File: config.mk
export PLATFORM = sky130hd
export DESIGN_NAME = ac_response_meter_flat
export DESIGN_NICKNAME = d
export VERILOG_FILES = /design/src/rtl/ac_response_meter_if.sv /design/src/rtl/ac_response_meter.sv /design/src/flat_wrapper.sv
export SDC_FILE = /design/constraint.sdc
export NUM_CORES = 1
export LEC_CHECK = 0
export CAP_MARGIN = 20
export CORE_ASPECT_RATIO = 1.5
export CORE_MARGIN = 2
export CORE_UTILIZATION = 57
export DETAILED_ROUTE_END_ITERATION = 16
export PLACE_DENSITY = 0.86
export SLEW_MARGIN = 20
export SYNTH_ARGS = -nofsm -noshare
export SYNTH_HDL_FRONTEND = slang
export SYNTH_SLANG_ARGS = --single-unit
File: constraint.sdc
create_clock -name clk -period 4.05 [get_ports clk]
set_input_delay 1.0125 -clock clk [delete_from_list [all_inputs] [get_ports clk]]
set_output_delay 1.0125 -clock clk [all_outputs]
set_load 0.005 [all_outputs]
File: src/rtl/ac_response_meter_if.sv
// ac_response_meter_if: sweep-controller <-> AC response meter signal bundle.
// master = sweep controller / sample source, slave = meter.
interface ac_response_meter_if #(
  parameter int unsigned DW = 16,
  parameter int unsigned PW = 8,
  parameter int unsigned CW = 24
) ();
  logic                 start;
  logic [PW-1:0]        num_periods;
  logic                 s_valid;
  logic [DW-1:0]        s_data;
  logic                 s_zero;
  logic                 busy;
  logic                 res_valid;
  logic                 res_ready;
  logic [DW-1:0]        res_max;
  logic [DW-1:0]        res_min;
  logic [DW:0]          res_pp;
  logic [CW-1:0]        res_samples;
  logic [DW+CW-1:0]     res_sum;
  logic                 err_ovf;

  modport master (
    output start, num_periods, s_valid, s_data, s_zero, res_ready,
    input  busy, res_valid, res_max, res_min, res_pp, res_samples, res_sum, err_ovf
  );

  modport slave (
    input  start, num_periods, s_valid, s_data, s_zero, res_ready,
    output busy, res_valid, res_max, res_min, res_pp, res_samples, res_sum, err_ovf
  );
endinterface

File: src/rtl/ac_response_meter.sv
// ac_response_meter: peak / trough / peak-to-peak measurement over a whole
// number of stimulus periods, delimited by zero-phase marker samples.
// Optional window sum accumulator enabled by defining AC_METER_MEAN_EN.
module ac_response_meter #(
  parameter int unsigned DW = 16,
  parameter int unsigned PW = 8,
  parameter int unsigned CW = 24
) (
  input  logic                clk,
  input  logic                rst,
  ac_response_meter_if.slave  bus
);
  localparam int unsigned RW = DW + 1;
  localparam int unsigned SW = DW + CW;

  typedef enum logic [1:0] {IDLE, ARM, MEAS, HOLD} state_e;

  state_e               state_q, state_d;
  logic [PW-1:0]        np_q, np_d;
  logic [PW-1:0]        pcnt_q, pcnt_d;
  logic signed [DW-1:0] max_q, max_d;
  logic signed [DW-1:0] min_q, min_d;
  logic [CW-1:0]        samp_q, samp_d;
  logic                 ovf_q, ovf_d;
  logic                 busy_q, busy_d;
  logic                 rv_q, rv_d;
  logic [DW-1:0]        res_max_q, res_max_d;
  logic [DW-1:0]        res_min_q, res_min_d;
  logic [RW-1:0]        res_pp_q, res_pp_d;
  logic [CW-1:0]        res_samp_q, res_samp_d;
`ifdef AC_METER_MEAN_EN
  logic signed [SW-1:0] sum_q, sum_d;
  logic [SW-1:0]        res_sum_q, res_sum_d;
  logic signed [SW-1:0] smp_ext;
`endif

  logic signed [DW-1:0] smp;
  logic [PW-1:0]        pcnt_inc;
  logic                 samp_full;
  logic [RW-1:0]        pp_c;

  // Next-state and datapath: window tracking plus result capture on HOLD entry
  always_comb begin
    state_d    = state_q;
    np_d       = np_q;
    pcnt_d     = pcnt_q;
    max_d      = max_q;
    min_d      = min_q;
    samp_d     = samp_q;
    ovf_d      = ovf_q;
    res_max_d  = res_max_q;
    res_min_d  = res_min_q;
    res_pp_d   = res_pp_q;
    res_samp_d = res_samp_q;
`ifdef AC_METER_MEAN_EN
    sum_d      = sum_q;
    res_sum_d  = res_sum_q;
`endif

    smp       = signed'(bus.s_data);
    pcnt_inc  = pcnt_q + PW'(1);
    samp_full = (samp_q == {CW{1'b1}});
    // Sign-extend both operands by one bit so the difference never wraps
    pp_c      = RW'({max_q[DW-1], max_q} - {min_q[DW-1], min_q});
`ifdef AC_METER_MEAN_EN
    smp_ext   = {{CW{smp[DW-1]}}, smp};
`endif

    case (state_q)
      IDLE: begin
        if (bus.start && (bus.num_periods != '0)) begin
          np_d    = bus.num_periods;
          state_d = ARM;
        end
      end
      ARM: begin
        if (bus.s_valid && bus.s_zero) begin
          max_d   = smp;
          min_d   = smp;
          samp_d  = CW'(1);
          pcnt_d  = '0;
          ovf_d   = 1'b0;
`ifdef AC_METER_MEAN_EN
          sum_d   = smp_ext;
`endif
          state_d = MEAS;
        end
      end
      MEAS: begin
        if (bus.s_valid) begin
          if (bus.s_zero && (pcnt_inc == np_q)) begin
            // Closing marker: excluded from the window, results captured
            pcnt_d     = pcnt_inc;
            res_max_d  = max_q;
            res_min_d  = min_q;
            res_pp_d   = pp_c;
            res_samp_d = samp_q;
`ifdef AC_METER_MEAN_EN
            res_sum_d  = sum_q;
`endif
            state_d    = HOLD;
          end else begin
            if (bus.s_zero) pcnt_d = pcnt_inc;
            if (smp > max_q) max_d = smp;
            if (smp < min_q) min_d = smp;
            if (samp_full) begin
              ovf_d = 1'b1;
            end else begin
              samp_d = samp_q + CW'(1);
`ifdef AC_METER_MEAN_EN
              sum_d  = sum_q + smp_ext;
`endif
            end
          end
        end
      end
      HOLD: begin
        if (bus.res_ready) state_d = IDLE;
      end
      default: state_d = IDLE;
    endcase

    busy_d = (state_d != IDLE);
    rv_d   = (state_d == HOLD);
  end

  // State and result registers, synchronous reset
  always_ff @(posedge clk) begin
    if (rst) begin
      state_q    <= IDLE;
      np_q       <= '0;
      pcnt_q     <= '0;
      max_q      <= '0;
      min_q      <= '0;
      samp_q     <= '0;
      ovf_q      <= 1'b0;
      busy_q     <= 1'b0;
      rv_q       <= 1'b0;
      res_max_q  <= '0;
      res_min_q  <= '0;
      res_pp_q   <= '0;
      res_samp_q <= '0;
`ifdef AC_METER_MEAN_EN
      sum_q      <= '0;
      res_sum_q  <= '0;
`endif
    end else begin
      state_q    <= state_d;
      np_q       <= np_d;
      pcnt_q     <= pcnt_d;
      max_q      <= max_d;
      min_q      <= min_d;
      samp_q     <= samp_d;
      ovf_q      <= ovf_d;
      busy_q     <= busy_d;
      rv_q       <= rv_d;
      res_max_q  <= res_max_d;
      res_min_q  <= res_min_d;
      res_pp_q   <= res_pp_d;
      res_samp_q <= res_samp_d;
`ifdef AC_METER_MEAN_EN
      sum_q      <= sum_d;
      res_sum_q  <= res_sum_d;
`endif
    end
  end

  assign bus.busy        = busy_q;
  assign bus.res_valid   = rv_q;
  assign bus.res_max     = res_max_q;
  assign bus.res_min     = res_min_q;
  assign bus.res_pp      = res_pp_q;
  assign bus.res_samples = res_samp_q;
  assign bus.err_ovf     = ovf_q;
`ifdef AC_METER_MEAN_EN
  assign bus.res_sum     = res_sum_q;
`else
  assign bus.res_sum     = '0;
`endif

endmodule

File: src/flat_wrapper.sv
// flat-port wrapper written by rule: the top's interface ports become plain ports
module ac_response_meter_flat 
#(
  parameter int unsigned DW = 16,
  parameter int unsigned PW = 8,
  parameter int unsigned CW = 24
)
  (clk, rst, bus_start, bus_num_periods, bus_s_valid, bus_s_data, bus_s_zero, bus_res_ready, bus_busy, bus_res_valid, bus_res_max, bus_res_min, bus_res_pp, bus_res_samples, bus_res_sum, bus_err_ovf);
  ac_response_meter_if #(.DW(DW), .PW(PW), .CW(CW)) bus_i ();
  input  logic clk;
  input  logic rst;
  input wire logic [$bits(bus_i.start)-1:0] bus_start;
  input wire logic [$bits(bus_i.num_periods)-1:0] bus_num_periods;
  input wire logic [$bits(bus_i.s_valid)-1:0] bus_s_valid;
  input wire logic [$bits(bus_i.s_data)-1:0] bus_s_data;
  input wire logic [$bits(bus_i.s_zero)-1:0] bus_s_zero;
  input wire logic [$bits(bus_i.res_ready)-1:0] bus_res_ready;
  output wire logic [$bits(bus_i.busy)-1:0] bus_busy;
  output wire logic [$bits(bus_i.res_valid)-1:0] bus_res_valid;
  output wire logic [$bits(bus_i.res_max)-1:0] bus_res_max;
  output wire logic [$bits(bus_i.res_min)-1:0] bus_res_min;
  output wire logic [$bits(bus_i.res_pp)-1:0] bus_res_pp;
  output wire logic [$bits(bus_i.res_samples)-1:0] bus_res_samples;
  output wire logic [$bits(bus_i.res_sum)-1:0] bus_res_sum;
  output wire logic [$bits(bus_i.err_ovf)-1:0] bus_err_ovf;
  assign bus_i.start = bus_start;
  assign bus_i.num_periods = bus_num_periods;
  assign bus_i.s_valid = bus_s_valid;
  assign bus_i.s_data = bus_s_data;
  assign bus_i.s_zero = bus_s_zero;
  assign bus_i.res_ready = bus_res_ready;
  assign bus_busy = bus_i.busy;
  assign bus_res_valid = bus_i.res_valid;
  assign bus_res_max = bus_i.res_max;
  assign bus_res_min = bus_i.res_min;
  assign bus_res_pp = bus_i.res_pp;
  assign bus_res_samples = bus_i.res_samples;
  assign bus_res_sum = bus_i.res_sum;
  assign bus_err_ovf = bus_i.err_ovf;
  ac_response_meter #(.DW(DW), .PW(PW), .CW(CW)) u_core (.clk(clk), .rst(rst), .bus(bus_i));
endmodule
==> After elaboration in Yosys (flattened, before gate mapping) <==
Cells that the tools add are included.
Widths: inputs -> output; s select.
{ "word_totals": {"ff_bits": 150, "input_bits": 30, "out_inout_bits": 116, "elab_cells": 76} }
{ "classes": {"addsub": 3, "order_cmp": 2, "n_eq_ne": 14, "muxes": 30, "reduce_logical": 14} }
{ "ops": {"columns": ["op", "count"], "rows": [
  ["$mux 16", 7],
  ["$mux 24", 4],
  ["$pmux 16 s2", 2],
  ["$pmux 24 s2", 1],
  ["$mux 8", 4],
  ["$add 24x1->24 const B", 1],
  ["$eq 24x24->1 const B", 1],
  ["$reduce_and 5->1", 4],
  ["$sub 16x16->17", 1],
  ["$gt 16x16->1", 1],
  ["$lt 16x16->1", 1],
  ["$pmux 8 s2", 1],
  ["$mux 2", 5],
  ["$add 8x1->8 const B", 1],
  ["$eq 8x8->1", 1],
  ["$ne 2x1->1 const B", 4],
  ["$pmux 2 s4", 1],
  ["$reduce_bool 8->1", 1],
  ["$eq 2x2->1 const B", 3],
  ["$ne 2x2->1 const B", 3],
  ["$mux 1", 4],
  ["$reduce_and 4->1", 1],
  ["$reduce_bool 2->1", 2],
  ["$logic_and 1x1->1", 3],
  ["6 further kinds", 6]
]} }

==> Logic depth before layout (Yosys ltp) <==
{ "depth": {"depth_word": 7, "mapped_depth": 11, "ltp_nobuf": 10} }

==> Worst setup path after synthesis <==
Ideal clock, no wire load.
{ "synth_path": {"path_type": "in2reg", "from": "input port bus_s_data[13]", "to": "register u_core.min_q[6]", "setup_ns": 0.128, "t_arrival_ns": 2.870, "required_ns": 3.922, "path_slack_ns": 1.053, "stages": 9, "n_path_buf": 1, "cell_sequence": "ha_1 and3_1 nand3_1 o2111ai_1 a21oi_1 o311ai_2 buf_6 mux2i_1 nor2_1"} }
{ "synth_between": {"elab_chain_len": 3} }
{ "synth_rtl": {"columns": ["element", "line", "rtl"], "rows": [
  ["from (decl)", "flat_wrapper.sv:15", "input wire logic [$bits(bus_i.s_data)-1:0] bus_s_data;"],
  ["$lt 16x16->1", "ac_response_meter.sv:105", "if (smp < min_q) min_d = smp;"],
  ["$ne 2x1->1 (no line)", null, null],
  ["$reduce_and 5->1 (no line)", null, null],
  ["to (signal assigned)", "ac_response_meter.sv:152", "min_q <= min_d;"],
  ["to (decl)", "ac_response_meter.sv:22", "logic signed [DW-1:0] min_q, min_d;"]
]} }
Every way passes these cells.
A chain may end at the register's enable or synchronous reset.

==> Worst setup path in the final report <==
{ "layout_path": {"from": "input port bus_s_data[5]", "to": "register u_core.min_q[6]"} }
The elaborated chain is that of the path after synthesis.

==> key figures <==
Setup path
  – CP endpoint kind: flop
  – Worst setup SP type: input port
  – CP Buf/Inv Count: 2
  – Req. time, crit path: 4330 ps
  – Critical-path cell list: clkdlybuf4s50_1 -> ha_1 -> and4_1 -> a2111oi_0 -> o21ai_0 -> a21oi_1 -> o311ai_4 -> buf_12 -> mux2i_1 -> nor2_1
  – WS Path Type: input port to flop
  – Worst path slowest cell: clkdlybuf4s50_1
  – Slowest Stage Delay on Critical Path: 500 ps
  – Largest fanout on the critical path: 13
  – CP delay by family, top: compound AO/OA/AOI/OAI gates
  – WP data arrival: 3660 ps

Yosys
  – Synth top area cells: dfxtp_1 38%, ha_1 7.8%, nand2_1 7.7%, a21oi_1 6.5%, mux2i_1 5.2%
  – Register bit count reported by yosys: 150
  – Cells after Synth: 959
  – Xor/xnor share of the synthesized area: 3.00%
  – Synth area leader: dfxtp_1
  – Ys async rst share: 0%
  – Synth Area in Adders: 8.03%
  – Post-Syn Area: 7890 µm²
  – Post-synthesis compound-gate area fraction: 15.4%
  – Syn Area/Cell: 8.22 µm²
  – Unique cell type count in the Yosys netlist: 66
  – EDFF count, synth: 0
  – Synth Flop Type: dfxtp_1
  – Seq/Total Area, Yosys: 38.1%
  – Dominant combinational cell family by area after synthesis: simple AND/OR/NAND/NOR gates
  – Post-synthesis mux area share: 5.38%
  – Post-synthesis simple-gate area fraction: 21.8%
  – Syn. warnings: 0
  – Yosys top cell area share: 38.1%

Clock network
  – Worst skew pair latency: 420 ps
  – CTS resizes: 0
  – Clk buf depth: 2
  – CTS root buf: clkbuf_16
  – Post-CTS Setup Inserts: 0
  – Total CTS buffers: 17
  – H-Tree Depth: 4
  – CTS clk-pin slew, worst paths: 60 ps
  – CTS tree: built
  – CTS Sinks: 150
  – CTS hold repair buffers: 0

Global routing
  – Global-route wire length before repair: 30.8 mm
  – Number of antenna violations at the first check in global routing: 0
  – Largest net degree at the start of global routing: 77
  – Vias in the first global route: 6529
  – GRT Total Usage: 25.7%
  – GRT overflow: 0

Timing
  – Final slew viol count: 0
  – Slew HR: 41.8%
  – RSZ-0062 raised after global routing: false
  – Max Clock Freq: 0.296 GHz
  – TNS Setup: 0 ps
  – Skew final: 9.78 ps
  – Final period utilization: 83.5%
  – Final Hold Vio Count: 0
  – Worst Tran Pin Value: 865 ps
  – Endpoints failing setup: 0
  – Minimum clock period: 3380 ps

Route
  – Drt first-iter violations: 319
  – Routed wire length: 18.9 mm
  – Per-cell routed wire length: 15.4 µm
  – Drt pass-1 iters: 5
  – Vias per inst: 5.60
  – DRC Markers: 0
  – Routed vias: 6849
  – Antenna Nets Post-Route: 0

Pwr
  – Power Density: 367 nW/µm²
  – Sequential Power Share: 43.6%
  – Leakage power: 3.57 nW
  – Maximum VDD drop: 0.000276 V
  – Switching share of power: 25.0%
  – Switch Pwr: 872 µW
  – Logic gate share of total power: 11.5%
  – Clock power frac: 44.9%
  – Pwr Total: 3.48 mW
  – Internal power: 2.61 mW

Outcome
  – Status: completed

Floorplanning
  – Chip height: 148 µm
  – Num ports: 146
  – Starting Density: 58.3%
  – Area of the die: 14800 µm²
  – Core area: 13500 µm²
  – Die width: 100 µm
  – Num rows: 52

Flow run
  – Max-cap viol count: 0

Hold path
  – Hold Path Class: flop to flop

Final layout
  – FILL cells: 1072
  – Most frequent cells in the layout: 161 x nand2_1, 150 x dfxtp_1, 104 x clkdlybuf4s50_1
  – Final net count: 1129
  – Antenna diode count: 0
  – Most common cell after layout, fill and taps aside: nand2_1
  – Final Cell Area: 9480 µm²
  – P&R area growth vs syn: 20.2%
  – Share of cells above drive strength 1: 5.56%

Placed design
  – DPL Wire Length: 13.5 mm
  – RePlAce Congestion: 0.892
  – Cell Area, Placed: 8890 µm²
  – Buffers on Ports: 105
-- kinds of logic after synthesis --
kind of cell	after synthesis
simple gates	369
other cells	1
xor+xnor	27
fa+ha+maj	50
mux	42
flops	150
buf+inv	123
compound gates	197
-- synth_stat cells (4+ instances only) --
library cell / n
nand3b_1: 4
a21oi_1: 103
and2_1: 4
nand2b_1: 12
or4_1: 7
xnor2_1: 17
a211oi_1: 9
nor3b_1: 4
and3_1: 9
buf_4: 41
nand4_1: 8
buf_2: 13
o21a_1: 7
nand2_1: 161
mux2i_1: 41
o31ai_1: 6
nor3_1: 17
inv_1: 40
dfxtp_1: 150
nor4b_1: 4
or3_1: 6
nand3_1: 15
nor4_1: 5
nor2_1: 89
ha_1: 49
a21o_1: 8
nor2b_1: 10
o21ai_0: 25
xor2_1: 10
clkbuf_1: 26
a31o_2: 4
-- through the flow --
stage	instances	utilization [%]	worst slack, ps	hold slack, ps
floorplan	998	-	1050	448
global placement	1192	65.7	389	437
detailed placement	1192	65.7	364	444
CTS	1224	70.0	680	450
global route	1224	70.0	533	463
finish	1224	70.0	670	448
-- final cells by class --
class | count | area (µm²) | share of cell area, %
Multi-Input combinational cell | 725 | 4390 | 46.3
Tap cell | 162 | 203 | 2.14
Inverter | 40 | 150 | 1.58
Sequential cell | 150 | 3000 | 31.7
Clock buffer | 21 | 460 | 4.86
Timing Repair Buffer | 115 | 1150 | 12.1
Clock inverter | 11 | 124 | 1.31
-- path summary, 6_finish.rpt --
path | slack [ps] | from | endpoint | cells past startpoint
worst max-delay path | 670 | bus_s_data[5] | u_core.min_q[6]$_SDFFE_PP0P_ | 10
worst min-delay path | 450 | u_core.bus.res_samples[14]$_SDFFE_PP0P_ | u_core.bus.res_samples[14]$_SDFFE_PP0P_ | 2
worst max register to register | 940 | u_core.pcnt_q[2]$_SDFFE_PP0P_ | u_core.bus.res_pp[13]$_SDFFE_PP0P_ | 8
worst min register to register | 450 | u_core.bus.res_samples[14]$_SDFFE_PP0P_ | u_core.bus.res_samples[14]$_SDFFE_PP0P_ | 2
-- routing by layer --
metal | part of all wire (%) | up-vias | track usage (%)
met3 | 4.4 | 37 | 3.99
met4 | 2.2 | 0 | 10.1
met1 | 40 | 3206 | 28.5
met5 | 0 | - | 0
met2 | 53 | 189 | 48.1
li1 | - | 3417 | -
-- power by group through the flow --
stage	registers (mW)	logic (mW)	clock network, mW
2_1_floorplan	1.54	0.306	0
3_3_place_gp	1.55	0.382	0
3_5_place_dp	1.55	0.390	0
4_1_cts	1.52	0.398	1.58
5_1_grt	1.52	0.444	1.64
6_report	1.52	0.401	1.56
-- flip-flops by register name, summed over array words and instances, names as in the netlist --
name / count
u_core.bus.busy: 1
u_core.bus.err_ovf: 1
u_core.bus.res_max: 16
u_core.bus.res_min: 16
u_core.bus.res_pp: 17
u_core.bus.res_samples: 24
u_core.bus.res_valid: 1
u_core.max_q: 16
u_core.min_q: 16
u_core.np_q: 8
u_core.pcnt_q: 8
u_core.samp_q: 24
u_core.state_q: 2
-- worst min-delay path, cell delays in order, from the launching register on --
cell	delay, ps
dfxtp_1	310
nand2_1	50
a21oi_1	50
No activity file was read; power rests on OpenSTA's default activity.
